**src/rtl/game_pkg.sv**
```systemverilog
// rtl/game_pkg.sv - heading encodings and helpers shared by the direction key path.
package game_pkg;

  typedef logic [1:0] dir_t;

  localparam dir_t DIR_UP    = 2'b00;
  localparam dir_t DIR_DOWN  = 2'b01;
  localparam dir_t DIR_LEFT  = 2'b10;
  localparam dir_t DIR_RIGHT = 2'b11;

  localparam dir_t DIR_RESET = DIR_RIGHT;

  // Encodings pair up so flipping bit 0 gives the reverse heading.
  function automatic dir_t opposite(input dir_t d);
    return d ^ 2'b01;
  endfunction

endpackage

```
**src/rtl/key_debounce.sv**
```systemverilog
// rtl/key_debounce.sv - 2-FF synchronizer, counter debouncer and press detector for one key.
module key_debounce #(
  parameter int DEB_CYCLES = 250000,
  parameter int CNT_W      = 18
) (
  input  logic clk,
  input  logic clr,
  input  logic key_raw,
  output logic key_level,
  output logic key_rise
);

  localparam logic [CNT_W-1:0] CNT_LAST = CNT_W'(DEB_CYCLES - 1);

  logic             sync1;
  logic             sync2;
  logic             level_d;
  logic [CNT_W-1:0] cnt;

  always_ff @(posedge clk) begin
    if (!clr) begin
      sync1     <= 1'b0;
      sync2     <= 1'b0;
      key_level <= 1'b0;
      level_d   <= 1'b0;
      cnt       <= '0;
    end else begin
      sync1   <= key_raw;
      sync2   <= sync1;
      level_d <= key_level;
      // Any return to the accepted level restarts qualification from zero.
      if (sync2 == key_level) begin
        cnt <= '0;
      end else if (cnt == CNT_LAST) begin
        key_level <= sync2;
        cnt       <= '0;
      end else begin
        cnt <= cnt + 1'b1;
      end
    end
  end

  assign key_rise = key_level & ~level_d;

endmodule

```
**src/rtl/dir_key_ctrl.sv**
```systemverilog
// rtl/dir_key_ctrl.sv - debounced direction keys resolved into a registered heading and strobe.
// Define REVERSE_ALLOW_EN to let a press opposite the current heading take effect.
module dir_key_ctrl
  import game_pkg::*;
#(
  parameter int DEB_CYCLES = 250000,
  parameter int CNT_W      = 18
) (
  input  logic       clk,
  input  logic       clr,
  input  logic       up,
  input  logic       down,
  input  logic       left,
  input  logic       right,
  output logic [1:0] dir,
  output logic       dir_pulse,
  output logic       key_any
);

  // Bit positions match the heading encodings so a heading indexes its own key.
  logic [3:0] raw;
  logic [3:0] level;
  logic [3:0] rise;
  logic [3:0] cand;
  dir_t       nxt_dir;
  logic       nxt_pulse;

  assign raw = {right, left, down, up};

  for (genvar g = 0; g < 4; g++) begin : g_key
    key_debounce #(
      .DEB_CYCLES (DEB_CYCLES),
      .CNT_W      (CNT_W)
    ) u_deb (
      .clk       (clk),
      .clr       (clr),
      .key_raw   (raw[g]),
      .key_level (level[g]),
      .key_rise  (rise[g])
    );
  end

  always_comb begin
    cand      = rise;
    cand[dir] = 1'b0;
`ifdef REVERSE_ALLOW_EN
`else
    cand[opposite(dir)] = 1'b0;
`endif
    nxt_dir   = dir;
    nxt_pulse = 1'b0;
    if (cand[DIR_UP]) begin
      nxt_dir   = DIR_UP;
      nxt_pulse = 1'b1;
    end else if (cand[DIR_DOWN]) begin
      nxt_dir   = DIR_DOWN;
      nxt_pulse = 1'b1;
    end else if (cand[DIR_LEFT]) begin
      nxt_dir   = DIR_LEFT;
      nxt_pulse = 1'b1;
    end else if (cand[DIR_RIGHT]) begin
      nxt_dir   = DIR_RIGHT;
      nxt_pulse = 1'b1;
    end
  end

  always_ff @(posedge clk) begin
    if (!clr) begin
      dir       <= DIR_RESET;
      dir_pulse <= 1'b0;
      key_any   <= 1'b0;
    end else begin
      dir       <= nxt_dir;
      dir_pulse <= nxt_pulse;
      key_any   <= |level;
    end
  end

endmodule
```
**config.mk**
```make
export PLATFORM = sky130hd
export DESIGN_NAME = dir_key_ctrl
export DESIGN_NICKNAME = d
export VERILOG_FILES = /design/src/rtl/game_pkg.sv /design/src/rtl/key_debounce.sv /design/src/rtl/dir_key_ctrl.sv
export SDC_FILE = /design/constraint.sdc
export NUM_CORES = 1
export LEC_CHECK = 0
export ABC_AREA = 1
export CAP_MARGIN = 0
export CORE_MARGIN = 2
export CORE_UTILIZATION = 60
export DETAILED_ROUTE_END_ITERATION = 12
export MAX_ROUTING_LAYER = met4
export PLACE_DENSITY = 0.77
export SYNTH_ARGS = -nofsm -noshare
export SYNTH_HDL_FRONTEND = slang
export SYNTH_SLANG_ARGS = --single-unit
export TNS_END_PERCENT = 100
```
**constraint.sdc**
```tcl
create_clock -name clk -period 1.8 [get_ports clk]
set_input_delay 0.36 -clock clk [delete_from_list [all_inputs] [get_ports clk]]
set_output_delay 0.36 -clock clk [all_outputs]
set_load 0.1 [all_outputs]
```
# Yosys cells after proc, flatten, opt, wreduce, memory -nomap -nowiden
# Index checks and enable logic that the tools add are counted.
dict set report totals {
  regBits 92
  latch_bits 0
  ram_bits 0
  mem_bits_ro 0
  inputBits 6
  out_inout_bits 4
  wordCells 81
  mem_count 0
}
dict set report op_classes {
  add_sub_neg 4
  multipliers 0
  div 0
  order_cmp 4
  eq_ne 8
  n_shift 0
  muxes 12
  n_bitwise 18
  reduce_logical 12
}
# op count
set ops {}
lappend ops {{adder 18 x 1 -> 18 bit, second input constant} 4}
lappend ops {{equality test 18 bit, second input constant} 4}
lappend ops {{OR reduction 3 bit} 4}
lappend ops {{inverter 1 bit} 10}
lappend ops {{AND 4 bit} 2}
lappend ops {{2-to-1 mux 2 bit} 4}
lappend ops {{inverter 4 bit} 2}
lappend ops {{AND reduction 2 bit} 4}
lappend ops {{< comparator 2 x 3 -> 1 bit, second input constant} 2}
lappend ops {{2-to-1 mux 1 bit} 6}
lappend ops {{AND 1 bit} 4}
lappend ops {{demux 1 bit (select 2 bit)} 2}
lappend ops {{equality test 1 bit} 4}
lappend ops {{greater-or-equal comparator 2 x 1 -> 1 bit, second input constant} 2}
lappend ops {{nonzero test 4 bit} 1}
lappend ops {{OR reduction 4 bit} 1}
lappend ops {{logical AND 1 bit} 2}

# Longest topological paths before layout
# Gate-level depths: netlist of run 1.
dict set report logic_depth {
  word_depth 11
  ltp_mapped 9
  mapped_depth_nobuf 9
}

# By module
# A second synthesis of run 1 with hierarchy kept.
dict set report hier_totals {
  hier_cells 621
  hier_area_um2 4598.2
}
# mod n_inst cells_per_inst area_each_um2 seq_area_each_um2
set by_module_without_submodules {}
lappend by_module_without_submodules {key_debounce 4 150 1104.8 440.4}
lappend by_module_without_submodules {dir_key_ctrl 1 21 178.9 80.1}

# Worst setup path before layout of run 1
# No wires, ideal clock.
dict set report synth_timing {
  kind {register to register}
  from {register dir[1]}
  to {register dir[0]}
  setup_time_ns 0.129
  arrival_ns 1.560
  path_slack_ns 0.111
  path_stages_with_launch 6
  path_cell_list {dfxtp_1 -> nand2_1 -> o21ai_0 -> nor2_1 -> nand2_1 -> nand3_1}
}
dict set report synth_between {
  elab_chain_len 10
  elab_cells_between_ends 18
}
# element line_no
set synth_rtl {}
lappend synth_rtl {{start, declared} dir_key_ctrl.sv:15} ;# output logic [1:0] dir,
lappend synth_rtl {{start signal, assigned} dir_key_ctrl.sv:73} ;# dir <= nxt_dir;
lappend synth_rtl {{< comparator 2 x 3 -> 1 bit (implied by the code) or greater-or-equal comparator 2 x 1 -> 1 bit (tied branches)} dir_key_ctrl.sv:45} ;# cand[dir] = 1'b0;
lappend synth_rtl {{logical AND 1 bit (implied by the code)} dir_key_ctrl.sv:45}
lappend synth_rtl {{2-to-1 mux 1 bit (implied by the code)} dir_key_ctrl.sv:45}
lappend synth_rtl {{demux 1 bit (select 2 bit)} dir_key_ctrl.sv:45}
lappend synth_rtl {{inverter 4 bit (no line)} n/a}
lappend synth_rtl {{AND 4 bit (no line)} n/a}
lappend synth_rtl {{AND 4 bit (no line) *} n/a}
lappend synth_rtl {{2-to-1 mux 2 bit} dir_key_ctrl.sv:58} ;# end else if (cand[DIR_LEFT]) begin
lappend synth_rtl {{2-to-1 mux 2 bit} dir_key_ctrl.sv:55} ;# end else if (cand[DIR_DOWN]) begin
lappend synth_rtl {{2-to-1 mux 2 bit} dir_key_ctrl.sv:52} ;# if (cand[DIR_UP]) begin
# Every way passes the cells marked *; elsewhere a longest branch is shown, timed or not.
# A chain may end at the register's enable or synchronous reset.

# Final worst setup path of run 1
dict set report layout_timing {
  from {register g_key[2].u_deb.cnt[0]}
  to {register g_key[2].u_deb.cnt[12]}
}
dict set report layout_between {
  elab_chain_len 2
  elab_cells_between_ends 3
}
# element line_no
set layout_rtl {}
lappend layout_rtl {{start, declared} key_debounce.sv:18} ;# logic [CNT_W-1:0] cnt;
lappend layout_rtl {{start signal, assigned} key_debounce.sv:38} ;# cnt <= cnt + 1'b1;
lappend layout_rtl {{parallel branches: the longest is 2 deep, another holds adder 18 x 1 -> 18 bit} n/a}
# Several ways; the timed one is not identified.

==> results of run 1 <==
## routing by layer
layer,GRT usage,vias up,share of wire
met5,-,-,0
met3,0.0419,10,0.031
met4,0.0885,0,0.016
li1,-,2021,-
met2,0.389,54,0.48
met1,0.266,1721,0.47
## state kept, by name, summed over array words and instances, names as in the netlist
signal and count:
g_key.u_deb.key_level 4, g_key.u_deb.cnt 72, g_key.u_deb.level_d 4, dir_pulse 1, key_any 1, g_key.u_deb.sync1 4, g_key.u_deb.sync2 4, dir 2
## cell usage after synthesis (all sizes together), types with 5 or more instances
| cell type | instances |
|---|---|
| xnor2 | 7 |
| nand3b | 5 |
| a21oi | 28 |
| o21ai | 14 |
| nand2 | 175 |
| nand4 | 6 |
| xor2 | 23 |
| dfxtp | 92 |
| inv | 72 |
| nand3 | 37 |
| buf | 7 |
| or2 | 8 |
| nor2 | 153 |
## per-stage QoR
step	hold slack, ns	util
after global placement	0.396	0.643
after CTS	0.427	0.669
after detailed placement	0.398	0.643
final	0.424	0.673
after global routing	0.453	0.673
after floorplan	0.390	-
## power by group through the flow
stage               Sequential [W]  Combinational, W  Clock, W
floorplan                  0.00210         0.0000392         0
global placement           0.00210         0.0000567         0
detailed placement         0.00210         0.0000581         0
CTS                        0.00205         0.0000591   0.00134
global route               0.00205         0.0000689   0.00142
finish                     0.00205         0.0000613   0.00131
## cells by family after synthesis
kind of cell | count (synthesis) | synth area share
xor gates and xnor gates | 30 | 0.0594
buffers and inverters | 79 | 0.0763
AOI/OAI and AO/OA | 48 | 0.0599
adders and majority gates | 4 | 0.0113
and+or+nand+nor | 389 | 0.377
DFF | 92 | 0.416
## worst min path at each step
stage                                       to  depth (start not counted)  slack, ns
after floorplan           g_key[0].u_deb.sync2                          2       0.39
after global placement    g_key[0].u_deb.sync2                          2       0.40
after detailed placement  g_key[1].u_deb.sync2                          2       0.40
after CTS                 g_key[0].u_deb.sync2                          2       0.43
final                     g_key[0].u_deb.sync2                          2       0.42
after global routing      g_key[3].u_deb.sync2                          2       0.45
## layout make-up
| class | count | area [µm²] | area share |
|---|---|---|---|
| sequential | 92 | 1840 | 0.380 |
| multi-input combinational | 471 | 2250 | 0.464 |
| timing repair buffer | 14 | 180 | 0.0371 |
| clock inverter | 6 | 47.5 | 0.00980 |
| inverter | 72 | 270 | 0.0557 |
| clock buffer | 10 | 138 | 0.0284 |
| tap | 99 | 124 | 0.0255 |
## worst max-delay path: stages, from the launching register on
cell	delay, ns
dfxtp_1	0.43
ha_1	0.19
nand2_1	0.11
nor2_4	0.18
nand3_1	0.18
o21bai_4	0.20
buf_12	0.15
nor2_1	0.05
## repair_timing
action                     CTS  global route
setup endpoints to repair    0            15
setup buffers                0             1
gates resized for setup      0             1
==> results.json, run 1 <==
{
  "outcome": "finished clean",
  "die_h_um": 89.9,
  "synth_top_cells_by_area": "dfxtp_1 42%, nand2_1 14%, nor2_1 11%",
  "crit_path_end": "g_key[2].u_deb.cnt[12]",
  "endpoint_kind": "register",
  "grt_max_degree": 19,
  "fmax_ghz": 0.628,
  "reg2reg_slack_ns": 0.21,
  "io_pins": 10,
  "leakage_nw": 1.71,
  "cts.clk_slew.worst_paths_ns": 0.10,
  "stdcell_area_um2": 4850,
  "power_density_nw_per_um2": 706,
  "num_antenna_cells": 0,
  "final.fill_count": 660,
  "final_common_cell": "nand2_1",
  "place_hpwl_mm": 6.11,
  "syn-instance-count": 642,
  "power.internal_w": 0.00262,
  "clock-sinks": 92,
  "drive_gt1_frac": 0.0887,
  "cts_hold_buf": 0,
  "switchingPower_w": 0.000803,
  "combPwrFrac": 0.018,
  "synth_area_um2": 4430,
  "drc": 0,
  "cp.arrival_ns": 1.87,
  "htree_levels": 3,
  "min_period_ns": 1.59,
  "port_buffers": 9,
  "netlist.area_leader.share": 0.416,
  "clk_latency_ns": 0.37,
  "p_sw_frac": 0.234,
  "final_nets": 670,
  "max-clock-path-buffers": 2,
  "worstPathRequired_ns": 2.07,
  "power.share.clock": 0.384,
  "drtPass1Iterations": 4,
  "regToRegEndpoint": "g_key[2].u_deb.cnt[12]",
  "dpl-instance-area_um2": 4640,
  "maxSlewViolCount": 0,
  "startpoint": "g_key[2].u_deb.cnt[0]",
  "power_w": 0.00343,
  "grt_pass1_wl_mm": 15.0,
  "setup_tns_ns": 0,
  "wl_per_cell_um": 10.9,
  "synth_area_leader_cell": "dfxtp_1",
  "die_w_um": 89.9,
  "worst-path-max-fanout": 16,
  "die-area_um2": 8080,
  "synthDistinctLibCells": 32,
  "placed_cells_incl_taps": 747,
  "antenna_found_initial": 0,
  "critPathLaunchType": "register",
  "yosysWarnings": 0,
  "hold_class": "reg -> reg",
  "rows": 31,
  "gp_congestion": 0.912,
  "ys_ff_latch": 92,
  "drt-total-wl_mm": 8.35,
  "synth-edff-count": 0,
  "drtIter0Drc": 161,
  "grt_usage": 0.227,
  "slew_headroom": 0.742,
  "finalWorstSetupSlack_ns": 0.208,
  "worst-slew-pin-transition_ns": 0.384,
  "vias": 3806,
  "cap_violations": 0,
  "min_from": "g_key[0].u_deb.sync1",
  "grt_pass1_vias": 3659,
  "grt_overflow": 0,
  "synth_fp_nets": 652,
  "finish.cell_count_without_fillers": 764,
  "regToRegStartpoint": "g_key[2].u_deb.cnt[0]",
  "ys.flop_type": "dfxtp_1",
  "drtAntennaViolNets": 0,
  "tritoncts": "done",
  "vias_per_cell": 4.98,
  "pre_cts_ws_ns": -0.0605,
  "start_util": 0.613,
  "area_growth_pct": 9.64,
  "rr_worst_depth": 7,
  "cts-root-buf": "clkbuf_8",
  "avgSynthCellArea_um2": 6.89,
  "placeableCoreArea_um2": 7210,
  "layout_common_cells": "169 x nand2_1, 135 x nor2_1, 92 x dfxtp_1",
  "numCtsBuffers": 9,
  "final-setup-viol-count": 0,
  "ir_drop_uv": 592,
  "worstSetupPathType": "reg -> reg",
  "hold_violations": 0,
  "min_period_over_period": 0.884,
  "power_frac_seq": 0.599,
  "fin_skew_ns": 0.0117,
  "rsz0062_at_grt": "no",
  "seq_area_frac_synth": 0.416,
  "async_flop_share": 0
}
Power figures use the tool's default switching activity.
==> inputs of run 2 (changes only) <==
- CTS_CLUSTER_SIZE: not set -> 40
==> results of run 2 <==
No change in the layout: final DEF, timing and power equal those of run 1.
